## src/rtl/scm_cfg_pkg.sv

```systemverilog
// ---------------------------------------------------------------------------
// scm_cfg_pkg
//   Shared definitions for the SCM config-packet protocol: packet width,
//   opcodes, register offsets relative to the block base address, the
//   initiator state encoding and the packet packing helper. Used by both the
//   initiator (scm_cfg_master) and the responder side of the config chain.
// ---------------------------------------------------------------------------
package scm_cfg_pkg;

  localparam int PKT_W        = 134;
  localparam int N_STAT_WORDS = 6;

  // Packet opcodes, carried in bits [127:124].
  localparam logic [3:0] OP_WR  = 4'b1010;
  localparam logic [3:0] OP_RD  = 4'b1001;
  localparam logic [3:0] OP_RSP = 4'b1011;

  // Register offsets from the block base address.
  localparam logic [31:0] OFF_PROTOCOL   = 32'd0;
  localparam logic [31:0] OFF_STAT_RESET = 32'd1;
  localparam logic [31:0] OFF_N_RTT      = 32'd2;
  localparam logic [31:0] OFF_STAT0      = 32'd8;  // statistic words at +8..+D

  typedef enum logic [2:0] {
    ST_IDLE,
    ST_WR_ISSUE,
    ST_RD_ISSUE,
    ST_RD_WAIT,
    ST_DONE
  } cfg_state_e;

  // Layout: [133:128] hdr, [127:124] opcode, [123:96] zero, [95:64] addr,
  //         [63:32] zero, [31:0] data.
  function automatic logic [PKT_W-1:0] pack_cfg_pkt(input logic [5:0]  hdr,
                                                    input logic [3:0]  op,
                                                    input logic [31:0] addr,
                                                    input logic [31:0] data);
    return {hdr, op, 28'd0, addr, 32'd0, data};
  endfunction

endpackage

```

## src/rtl/scm_cfg_master.sv

```systemverilog
// ---------------------------------------------------------------------------
// scm_cfg_master
//   Initiator for the SCM config chain. On start it writes the statistic
//   control registers (optional statistic_reset, protocol_type, n_RTT), then
//   reads the six 32-bit statistic words one at a time and presents them as
//   three 64-bit results. Each read waits for a matching RSP packet; if none
//   arrives within TIMEOUT_CYC cycles the sequence aborts with err_timeout.
//
// Ports
//   clk, rst                 clock, synchronous active-high reset
//   start                    1-cycle launch pulse (ignored unless idle)
//   cfg_do_reset/protocol/n_rtt  sequence configuration, sampled at start
//   busy, done               sequence in progress / 1-cycle end pulse
//   err_timeout              sticky timeout flag, cleared by accepted start
//   result_valid             all six words captured without timeout
//   bit_num/pkt_num/time_cnt 64-bit results {hi word, lo word}
//   cout_data/cout_data_wr   request packet to the chain, 1-cycle valid
//   cin_ready                chain can accept a request
//   cin_data/cin_data_wr     packet returned by the chain
//   cout_ready               always 1: returned packets are never stalled
// ---------------------------------------------------------------------------
module scm_cfg_master
  import scm_cfg_pkg::*;
#(
  parameter logic [31:0] ADDR_BASE   = 32'h7000_0000,
  parameter logic [5:0]  CFG_HDR     = 6'b000000,
  parameter logic [15:0] TIMEOUT_CYC = 16'd1024
) (
  input  logic               clk,
  input  logic               rst,
  input  logic               start,
  input  logic               cfg_do_reset,
  input  logic [7:0]         cfg_protocol,
  input  logic [31:0]        cfg_n_rtt,
  output logic               busy,
  output logic               done,
  output logic               err_timeout,
  output logic               result_valid,
  output logic [63:0]        bit_num,
  output logic [63:0]        pkt_num,
  output logic [63:0]        time_cnt,
  output logic [PKT_W-1:0]   cout_data,
  output logic               cout_data_wr,
  input  logic               cin_ready,
  input  logic [PKT_W-1:0]   cin_data,
  input  logic               cin_data_wr,
  output logic               cout_ready
);

  cfg_state_e        state_q, state_d;
  logic [1:0]        widx_q, widx_d;
  logic [2:0]        ridx_q, ridx_d;
  logic [15:0]       tmo_q, tmo_d;
  logic              busy_q, busy_d;
  logic              done_q, done_d;
  logic              err_q, err_d;
  logic              rv_q, rv_d;
  logic [7:0]        proto_q, proto_d;
  logic [31:0]       rtt_q, rtt_d;
  logic [PKT_W-1:0]  cout_data_q, cout_data_d;
  logic              cout_wr_q, cout_wr_d;
  logic [31:0]       words_q [N_STAT_WORDS];
  logic [31:0]       words_d [N_STAT_WORDS];

  logic [31:0]       wr_addr;
  logic [31:0]       wr_data;
  logic [31:0]       rd_addr;
  logic              rsp_match;

  // Only opcode, address and data of a returned packet matter here.
  logic unused_cin_bits;
  assign unused_cin_bits = ^{cin_data[133:128], cin_data[123:96], cin_data[63:32]};

  // Write slot -> register: 0 statistic_reset, 1 protocol_type, 2 n_RTT.
  always_comb begin
    wr_addr = ADDR_BASE + OFF_N_RTT;
    wr_data = rtt_q;
    case (widx_q)
      2'd0: begin
        wr_addr = ADDR_BASE + OFF_STAT_RESET;
        wr_data = 32'd1;
      end
      2'd1: begin
        wr_addr = ADDR_BASE + OFF_PROTOCOL;
        wr_data = {24'd0, proto_q};
      end
      default: ;
    endcase
  end

  assign rd_addr   = ADDR_BASE + OFF_STAT0 + {29'd0, ridx_q};
  // Echoed writes and responses to other addresses fall through here.
  assign rsp_match = cin_data_wr && (cin_data[127:124] == OP_RSP) &&
                     (cin_data[95:64] == rd_addr);

  always_comb begin
    state_d     = state_q;
    widx_d      = widx_q;
    ridx_d      = ridx_q;
    tmo_d       = tmo_q;
    busy_d      = busy_q;
    done_d      = 1'b0;
    err_d       = err_q;
    rv_d        = rv_q;
    proto_d     = proto_q;
    rtt_d       = rtt_q;
    cout_data_d = cout_data_q;
    cout_wr_d   = 1'b0;
    words_d     = words_q;

    case (state_q)
      ST_IDLE: begin
        if (start) begin
          proto_d = cfg_protocol;
          rtt_d   = cfg_n_rtt;
          rv_d    = 1'b0;
          err_d   = 1'b0;
          busy_d  = 1'b1;
          widx_d  = cfg_do_reset ? 2'd0 : 2'd1;
          state_d = ST_WR_ISSUE;
        end
      end

      ST_WR_ISSUE: begin
        if (cin_ready) begin
          cout_data_d = pack_cfg_pkt(CFG_HDR, OP_WR, wr_addr, wr_data);
          cout_wr_d   = 1'b1;
          if (widx_q == 2'd2) begin
            ridx_d  = 3'd0;
            state_d = ST_RD_ISSUE;
          end else begin
            widx_d = widx_q + 2'd1;
          end
        end
      end

      ST_RD_ISSUE: begin
        if (cin_ready) begin
          cout_data_d = pack_cfg_pkt(CFG_HDR, OP_RD, rd_addr, 32'd0);
          cout_wr_d   = 1'b1;
          tmo_d       = 16'd0;
          state_d     = ST_RD_WAIT;
        end
      end

      ST_RD_WAIT: begin
        // A response arriving on the limit cycle still counts.
        if (rsp_match) begin
          words_d[ridx_q] = cin_data[31:0];
          if (ridx_q == 3'(N_STAT_WORDS - 1)) begin
            rv_d    = 1'b1;
            done_d  = 1'b1;
            state_d = ST_DONE;
          end else begin
            ridx_d  = ridx_q + 3'd1;
            state_d = ST_RD_ISSUE;
          end
        end else if (tmo_q == TIMEOUT_CYC - 16'd1) begin
          err_d   = 1'b1;
          done_d  = 1'b1;
          state_d = ST_DONE;
        end else begin
          tmo_d = tmo_q + 16'd1;
        end
      end

      ST_DONE: begin
        // done is visible in this cycle; busy stays up until it ends so a
        // coincident start is not accepted.
        busy_d  = 1'b0;
        state_d = ST_IDLE;
      end

      default: state_d = ST_IDLE;
    endcase
  end

  always_ff @(posedge clk) begin
    if (rst) begin
      state_q     <= ST_IDLE;
      widx_q      <= 2'd0;
      ridx_q      <= 3'd0;
      tmo_q       <= 16'd0;
      busy_q      <= 1'b0;
      done_q      <= 1'b0;
      err_q       <= 1'b0;
      rv_q        <= 1'b0;
      proto_q     <= 8'd0;
      rtt_q       <= 32'd0;
      cout_data_q <= '0;
      cout_wr_q   <= 1'b0;
      for (int i = 0; i < N_STAT_WORDS; i++) words_q[i] <= 32'd0;
    end else begin
      state_q     <= state_d;
      widx_q      <= widx_d;
      ridx_q      <= ridx_d;
      tmo_q       <= tmo_d;
      busy_q      <= busy_d;
      done_q      <= done_d;
      err_q       <= err_d;
      rv_q        <= rv_d;
      proto_q     <= proto_d;
      rtt_q       <= rtt_d;
      cout_data_q <= cout_data_d;
      cout_wr_q   <= cout_wr_d;
      for (int i = 0; i < N_STAT_WORDS; i++) words_q[i] <= words_d[i];
    end
  end

  assign busy         = busy_q;
  assign done         = done_q;
  assign err_timeout  = err_q;
  assign result_valid = rv_q;
  assign bit_num      = {words_q[1], words_q[0]};
  assign pkt_num      = {words_q[3], words_q[2]};
  assign time_cnt     = {words_q[5], words_q[4]};
  assign cout_data    = cout_data_q;
  assign cout_data_wr = cout_wr_q;
  assign cout_ready   = 1'b1;

endmodule

```

## config.mk

```make
export PLATFORM = sky130hd
export DESIGN_NAME = scm_cfg_master
export DESIGN_NICKNAME = d
export VERILOG_FILES = /design/src/rtl/scm_cfg_pkg.sv /design/src/rtl/scm_cfg_master.sv
export SDC_FILE = /design/constraint.sdc
export NUM_CORES = 1
export LEC_CHECK = 0
export ABC_CLOCK_PERIOD_IN_PS = 3100
export CELL_PAD_IN_SITES_DETAIL_PLACEMENT = 1
export CELL_PAD_IN_SITES_GLOBAL_PLACEMENT = 1
export CORE_AREA = 2 2 200 202
export CTS_CLUSTER_DIAMETER = 80
export DETAILED_ROUTE_END_ITERATION = 8
export DIE_AREA = 0 0 202 204
export DONT_BUFFER_PORTS = 1
export PLACE_DENSITY_LB_ADDON = 0.1
export RECOVER_POWER = 100
export REMOVE_ABC_BUFFERS = 1
export SLEW_MARGIN = 20
export SYNTH_ARGS = -nofsm -noshare
export SYNTH_HDL_FRONTEND = slang
export SYNTH_SLANG_ARGS = --single-unit
```

## constraint.sdc

```tcl
create_clock -name clk -period 3.1 [get_ports clk]
set_clock_uncertainty 0.1 [all_clocks]
set_input_delay 0.62 -clock clk [delete_from_list [all_inputs] [get_ports clk]]
set_output_delay 0.62 -clock clk [all_outputs]
set_load 0.01 [all_outputs]
```

==> run metrics, run 1 <==
hold path cells=1; fillers=between 4000 and 5000; routed len/inst=between 20 and 25 um; first-pass GRT wire length=approximately 60 mm; post-route clock period utilization=83.6%; FF-to-FF setup slack=around 0.52 ns; P_leak=around 4.4 nW; clk buf depth=3; pwr/cell area=~650 mW/mm^2; drt drc=0; peak supply drop=just under 0.0003 V; vias per cell=around 4.9; FMAX=0.386 GHz; overall power=roughly 8.4 mW; worst flop-to-flop path endpoint=bit_num[46]; EDFF count, synth=0; Final Hold Vio Count=0; GR Overflow Total=0; Final ANT Viol Nets=0; Critical Path RT=3.45 ns; hold path start=rst; row count=73; Chip Height=around 200 um; commonest cells after routing, fill and taps aside=nand2_1, dfxtp_1, a21oi_1, conb_1, nor2_1; final WL=40.6 mm; post_cts resized=0; post-synth cell types=53; number of I/O pins=512; RD Place Congestion=~0.74; crit path capture type=register; first-pass iteration count of the detailed router=4; IO buf count=0; clk_lat worst skew=0.54 ns; First DRT Iteration DRCs=~390; crit path time final=between 2 and 3 ns; placed cell area=0.0120 mm^2; normalized max-slew margin=roughly 29%; status=completed; largest net degree at the start of global routing=between 200 and 300; clk slew on worst S/H paths=around 0.060 ns; vias in the first global route=approximately 9400; PnR worst setup slack=just over 0.5 ns; hold endpoint=rtt_q[1]; P&R area growth vs syn=10.4%; hold bufs inserted after CTS=0; crit path kind=in -> reg; Initial Util=a little under a third; share of layout cells above drive strength 1=roughly 5.8%; Post-Syn Area=approximately 0.012 mm^2; CTS Sinks=around 300; Tightest Hold Check Type=in -> reg; area of the multi-input gates=just under 0.005 mm^2; syn_area_per_cell=approximately 8 um^2; sequential fraction of the synthesis area=~50%; Mapped Cells=1476; CTS tree=yes; Async SR Flop Fraction=0%; commonest non-fill, non-tap cell in the layout=nand2_1; clock root buffer=clkbuf_16; max_cap viols=0; Die X=202 um; Place WS=about 0.23 ns; crit path from=cin_data[83]; cts bufs inserted=36; Die ar.=about 0.041 mm^2; GR Util All Layers=about a fifth; Final nets=1621; core outline area=approximately 0.039 mm^2; worst reg2reg path depth=8; worst r2r src=ridx_q[1]; setup bufs post-CTS=0; Worst Tran Pin Value=1.07 ns; Critical Path Start Type=primary input; antenna cells=0; number of synthesized register bits=approximately 300; initial antenna violation count=0; Finish-stage setup viols=0; H-tree Lvls=2; dominant synthesized flop cell=dfxtp_1; DP HPWL=between 20 and 30 mm; vias=between 9000 and 10000; Reg area=around 0.006 mm^2; CP Data Arrival Time=between 2 and 3 ns; maximum fanout along the worst path=26; final slew viol count=0; final instance area=between 0.01 and 0.015 mm^2; RSZ-0062 raised after global routing=no; synthesis warning total=0
[worst max-delay path by stage]
stage	end	cells after the start
after floorplan	bit_num[0]	6
after global placement	bit_num[35]	8
after detailed placement	bit_num[3]	8
after CTS	bit_num[46]	8
after global routing	bit_num[55]	8
final	bit_num[46]	8
[area by class of cell]
cell class | instances | area share [%]
timing repair buffer | 32 | 2.49
sequential | 299 | 45.8
clock inverter | 7 | 0.517
tap | 525 | 5.03
inverter | 9 | 0.259
multi-input combinational | 1057 | 37.7
clock buffer | 57 | 8.20
[per-layer routing]
metal | track usage, % | share of wire, %
met1 | 23.2 | 43
met2 | 32.1 | 48
met3 | 5.64 | 6.7
met4 | 5.88 | 2.5
met5 | 0 | 0
[Yosys cell counts, types with 2 or more instances]
cell      count  area share (%)
nand2_1     481              15
dfxtp_1     299              51
a21oi_1     274              12
buf_4       108             6.9
clkbuf_1     59             1.9
nor2_1       38             1.2
buf_2        32             1.4
a22o_1       23             1.7
nor3_1       20            0.85
nand3_1      12            0.51
o21ai_0      12            0.51
inv_1         9            0.29
or3_1         9            0.48
nand4_1       8            0.42
nor3b_1       7            0.44
and4_1        6            0.44
ha_1          6            0.63
nor4_1        6            0.32
o31ai_1       5            0.32
or4_1         5            0.32
xor2_1        5            0.37
and3_1        4            0.21
nand2b_1      4            0.21
a211oi_1      3            0.19
a311oi_1      3            0.22
buf_6         3            0.29
nor4bb_1      3            0.25
xnor2_1       3            0.22
a31oi_1       2            0.11
and2_1        2            0.11
conb_1        2           0.063
nor2b_1       2            0.11
[where the power goes]
part	total, mW	switching, mW	leakage, nW	internal, mW
combinational	0.359	0.264	1.45	0.0949
sequential	3.97	0.0582	2.41	3.91
clock	4.12	1.67	0.560	2.45
[critical path, stage by stage]
cell      delay (ns)
nand4b_1        0.14
or4_1           0.48
nor4bb_1        0.52
buf_12          0.24
nor4b_2         0.43
buf_12          0.28
nand2_1         0.08
a21oi_1         0.14
[cell families (layout without fill, tap and decap cells)]
kind of cell | count (synthesis) | in the layout | share of synthesized area (%)
fa+ha+maj | 6 | 6 | 0.635
buf+inv | 211 | 105 | 10.6
mux | 1 | 1 | 0.0846
xor+xnor | 8 | 8 | 0.592
flops | 299 | 299 | 50.6
compound gates | 334 | 334 | 15.5
other cells | 2 | 93 | 0.0635
simple gates | 615 | 615 | 21.9
[stage by stage]
step / cells / setup TNS [ns] / utilization [%] / hold WS [ns]
3_3_place_gp: 1922 / 0 / 30.6 / 0.334
4_1_cts: 1986 / 0 / 33.5 / 0.0365
5_1_grt: 1986 / 0 / 33.3 / 0.0421
2_1_floorplan: 1365 / -331.30 / - / 0.325
3_5_place_dp: 1922 / 0 / 30.6 / 0.345
6_report: 1986 / 0 / 33.3 / 0.0823
[registers in the layout, indices dropped and copies added (netlist names)]
| name | count |
|---|---|
| bit_num | 64 |
| proto_q | 8 |
| rtt_q | 32 |
| busy | 1 |
| state_q | 3 |
| cout_data | 38 |
| result_valid | 1 |
| ridx_q | 3 |
| widx_q | 2 |
| cout_data_wr | 1 |
| tmo_q | 16 |
| pkt_num | 64 |
| done | 1 |
| err_timeout | 1 |
| time_cnt | 64 |
(Power assumes the default switching activity.)
==> inputs of run 2 (changes only) <==
--- a/config.mk
+++ b/config.mk
@@ -5,7 +5,7 @@
 export SDC_FILE = /design/constraint.sdc
 export NUM_CORES = 1
 export LEC_CHECK = 0
-export ABC_CLOCK_PERIOD_IN_PS = 3100
+export ABC_CLOCK_PERIOD_IN_PS = 2400
 export CELL_PAD_IN_SITES_DETAIL_PLACEMENT = 1
 export CELL_PAD_IN_SITES_GLOBAL_PLACEMENT = 1
 export CORE_AREA = 2 2 200 202
==> constraint.sdc (replaced) <==
create_clock -name clk -period 2.4 [get_ports clk]
set_clock_uncertainty 0.1 [all_clocks]
set_input_delay 0.48 -clock clk [delete_from_list [all_inputs] [get_ports clk]]
set_output_delay 0.48 -clock clk [all_outputs]
set_load 0.01 [all_outputs]
==> run metrics, run 2 (same netlist as run 1, synthesis figures left out) <==
status=completed; RSZ-0062 raised after global routing=yes; GR Util All Layers=around a fifth; Post-Layout Cell Count=2095; CP Data Arrival Time=2.57 ns; CTS tree=yes; Setup TNS=0 ns; Critical Path Start Type=register; clk_lat worst skew=roughly 0.52 ns; crit path time final=2.27 ns; peak supply drop=about 0.0004 V; P_leak=about 5.1 nW; first-pass iteration count of the detailed router=4; H-tree Lvls=2; vias=10100; Net Sw Power=roughly 2.7 mW; post-route clock period utilization=between 90% and 100%; Final ANT Viol Nets=0; vias per cell=just under 5; GR Overflow Total=0; Net Sw Frac=23.8%; DP HPWL=about 26 mm; crit path kind=reg -> reg; clk buf depth=3; Tightest Hold Check Type=in -> reg; IO buf count=0; clock power share=between 40% and 50%; core outline area=0.0392 mm^2; commonest non-fill, non-tap cell in the layout=nand2_1; antenna cells=0; Initial Util=a little under a third; Final nets=between 1500 and 2000; row count=73; crit path capture type=register; maximum fanout along the worst path=10; CTS Sinks=roughly 300; Die X=202 um; Flop pwr share=45.7%; Finish-stage setup viols=0; internal power=around 8.5 mW; clk slew on worst S/H paths=0.06 ns; share of layout cells above drive strength 1=7.77%; P&R area growth vs syn=20.7%; FMAX=roughly 0.44 GHz; number of I/O pins=512; cts bufs inserted=36; Chip Height=204 um; normalized max-slew margin=60.0%; First DRT Iteration DRCs=approximately 390; Critical Path RT=roughly 2.7 ns; first-pass GRT wire length=between 60 and 70 mm; utilization after layout=between 30 and 40%; final WL=between 40 and 50 mm; initial antenna violation count=0; dpl cells=~1900; Die ar.=approximately 0.04 mm^2; routed len/inst=between 20 and 25 um; Final Hold Vio Count=0; pwr/cell area=about 780 mW/mm^2; clock root buffer=clkbuf_16; max_cap viols=0; RD Place Congestion=slightly above 0.7; proportion of power drawn by combinational gates=under 10%; drt drc=0; largest net degree at the start of global routing=roughly 260; vias in the first global route=~9900; commonest cells after routing, fill and taps aside=nand2_1, dfxtp_1, a21oi_1, conb_1, dlygate4sd3_1; final slew viol count=0; Worst Tran Pin Value=0.600 ns
## run 2: cell types whose count changed in the layout (fill, tap and decap cells not counted), sizes merged
cell,delta
dlygate4sd3,+89
buf,+22
clkbuf,-2
## run 2: cell type report
cell class	instances	area [um^2]
fill	4654	24900
sequential	299	5990
multi-input combinational	1057	4980
timing repair buffer	144	1480
clock buffer	54	1080
tap	525	657
clock inverter	7	67.6
inverter	9	33.8
## run 2: critical path: stages, from the launching register on
cell and delay, ns:
dfxtp_1 0.32, buf_4 0.18, nor2_1 0.14, buf_4 0.18, clkbuf_4 0.23, mux2i_1 0.20, nor2_1 0.05, a21oi_1 0.13
nor2_1 0.06, dlygate4sd3_1 0.56
## run 2: path summary, 6_finish.rpt
path               startpoint             to  slack, ns  depth (start not counted)
setup / recovery   state_q[0]  cout_data[64]       0.13                          9
hold / removal    cin_data[4]     bit_num[4]      0.001                          2
setup reg to reg   state_q[0]  cout_data[64]       0.13                          9
hold reg to reg     rtt_q[13]  cout_data[13]       0.37                          1
## run 2: routing by layer
layer  track usage [%]  part of all wire [%]
met5                 0                     0
met2              32.8                    48
met3              5.28                   7.1
met4              6.20                   2.7
met1              23.7                    43
## run 2: stage by stage
stage / setup slack (ns) / hold slack (ns) / instance area (um^2) / total power, mW
after floorplan: -2.18 / 0.325 / 10900 / 5.56
after global placement: -0.196 / 0.334 / 12200 / 5.72
after detailed placement: -0.260 / 0.341 / 12200 / 5.74
after CTS: 0.0632 / -0.0801 / 14200 / 11.3
after global routing: -0.0203 / -0.0217 / 14300 / 11.6
final: 0.131 / 0.00134 / 14300 / 11.2
## run 2: repair_timing
item,in CTS,in global routing
setup endpoints to repair,0,39
gates resized for setup,0,5
hold buffers,79,12
endpoints found under the hold margin,258,71
buffers inserted,0,1
## run 2: power by group through the flow
stage / clock (mW) / combinational, mW / sequential (mW)
after floorplan: 0 / 0.342 / 5.21
after global placement: 0 / 0.502 / 5.22
after detailed placement: 0 / 0.511 / 5.22
after CTS: 5.54 / 0.668 / 5.11
after global routing: 5.71 / 0.816 / 5.12
final: 5.35 / 0.734 / 5.11
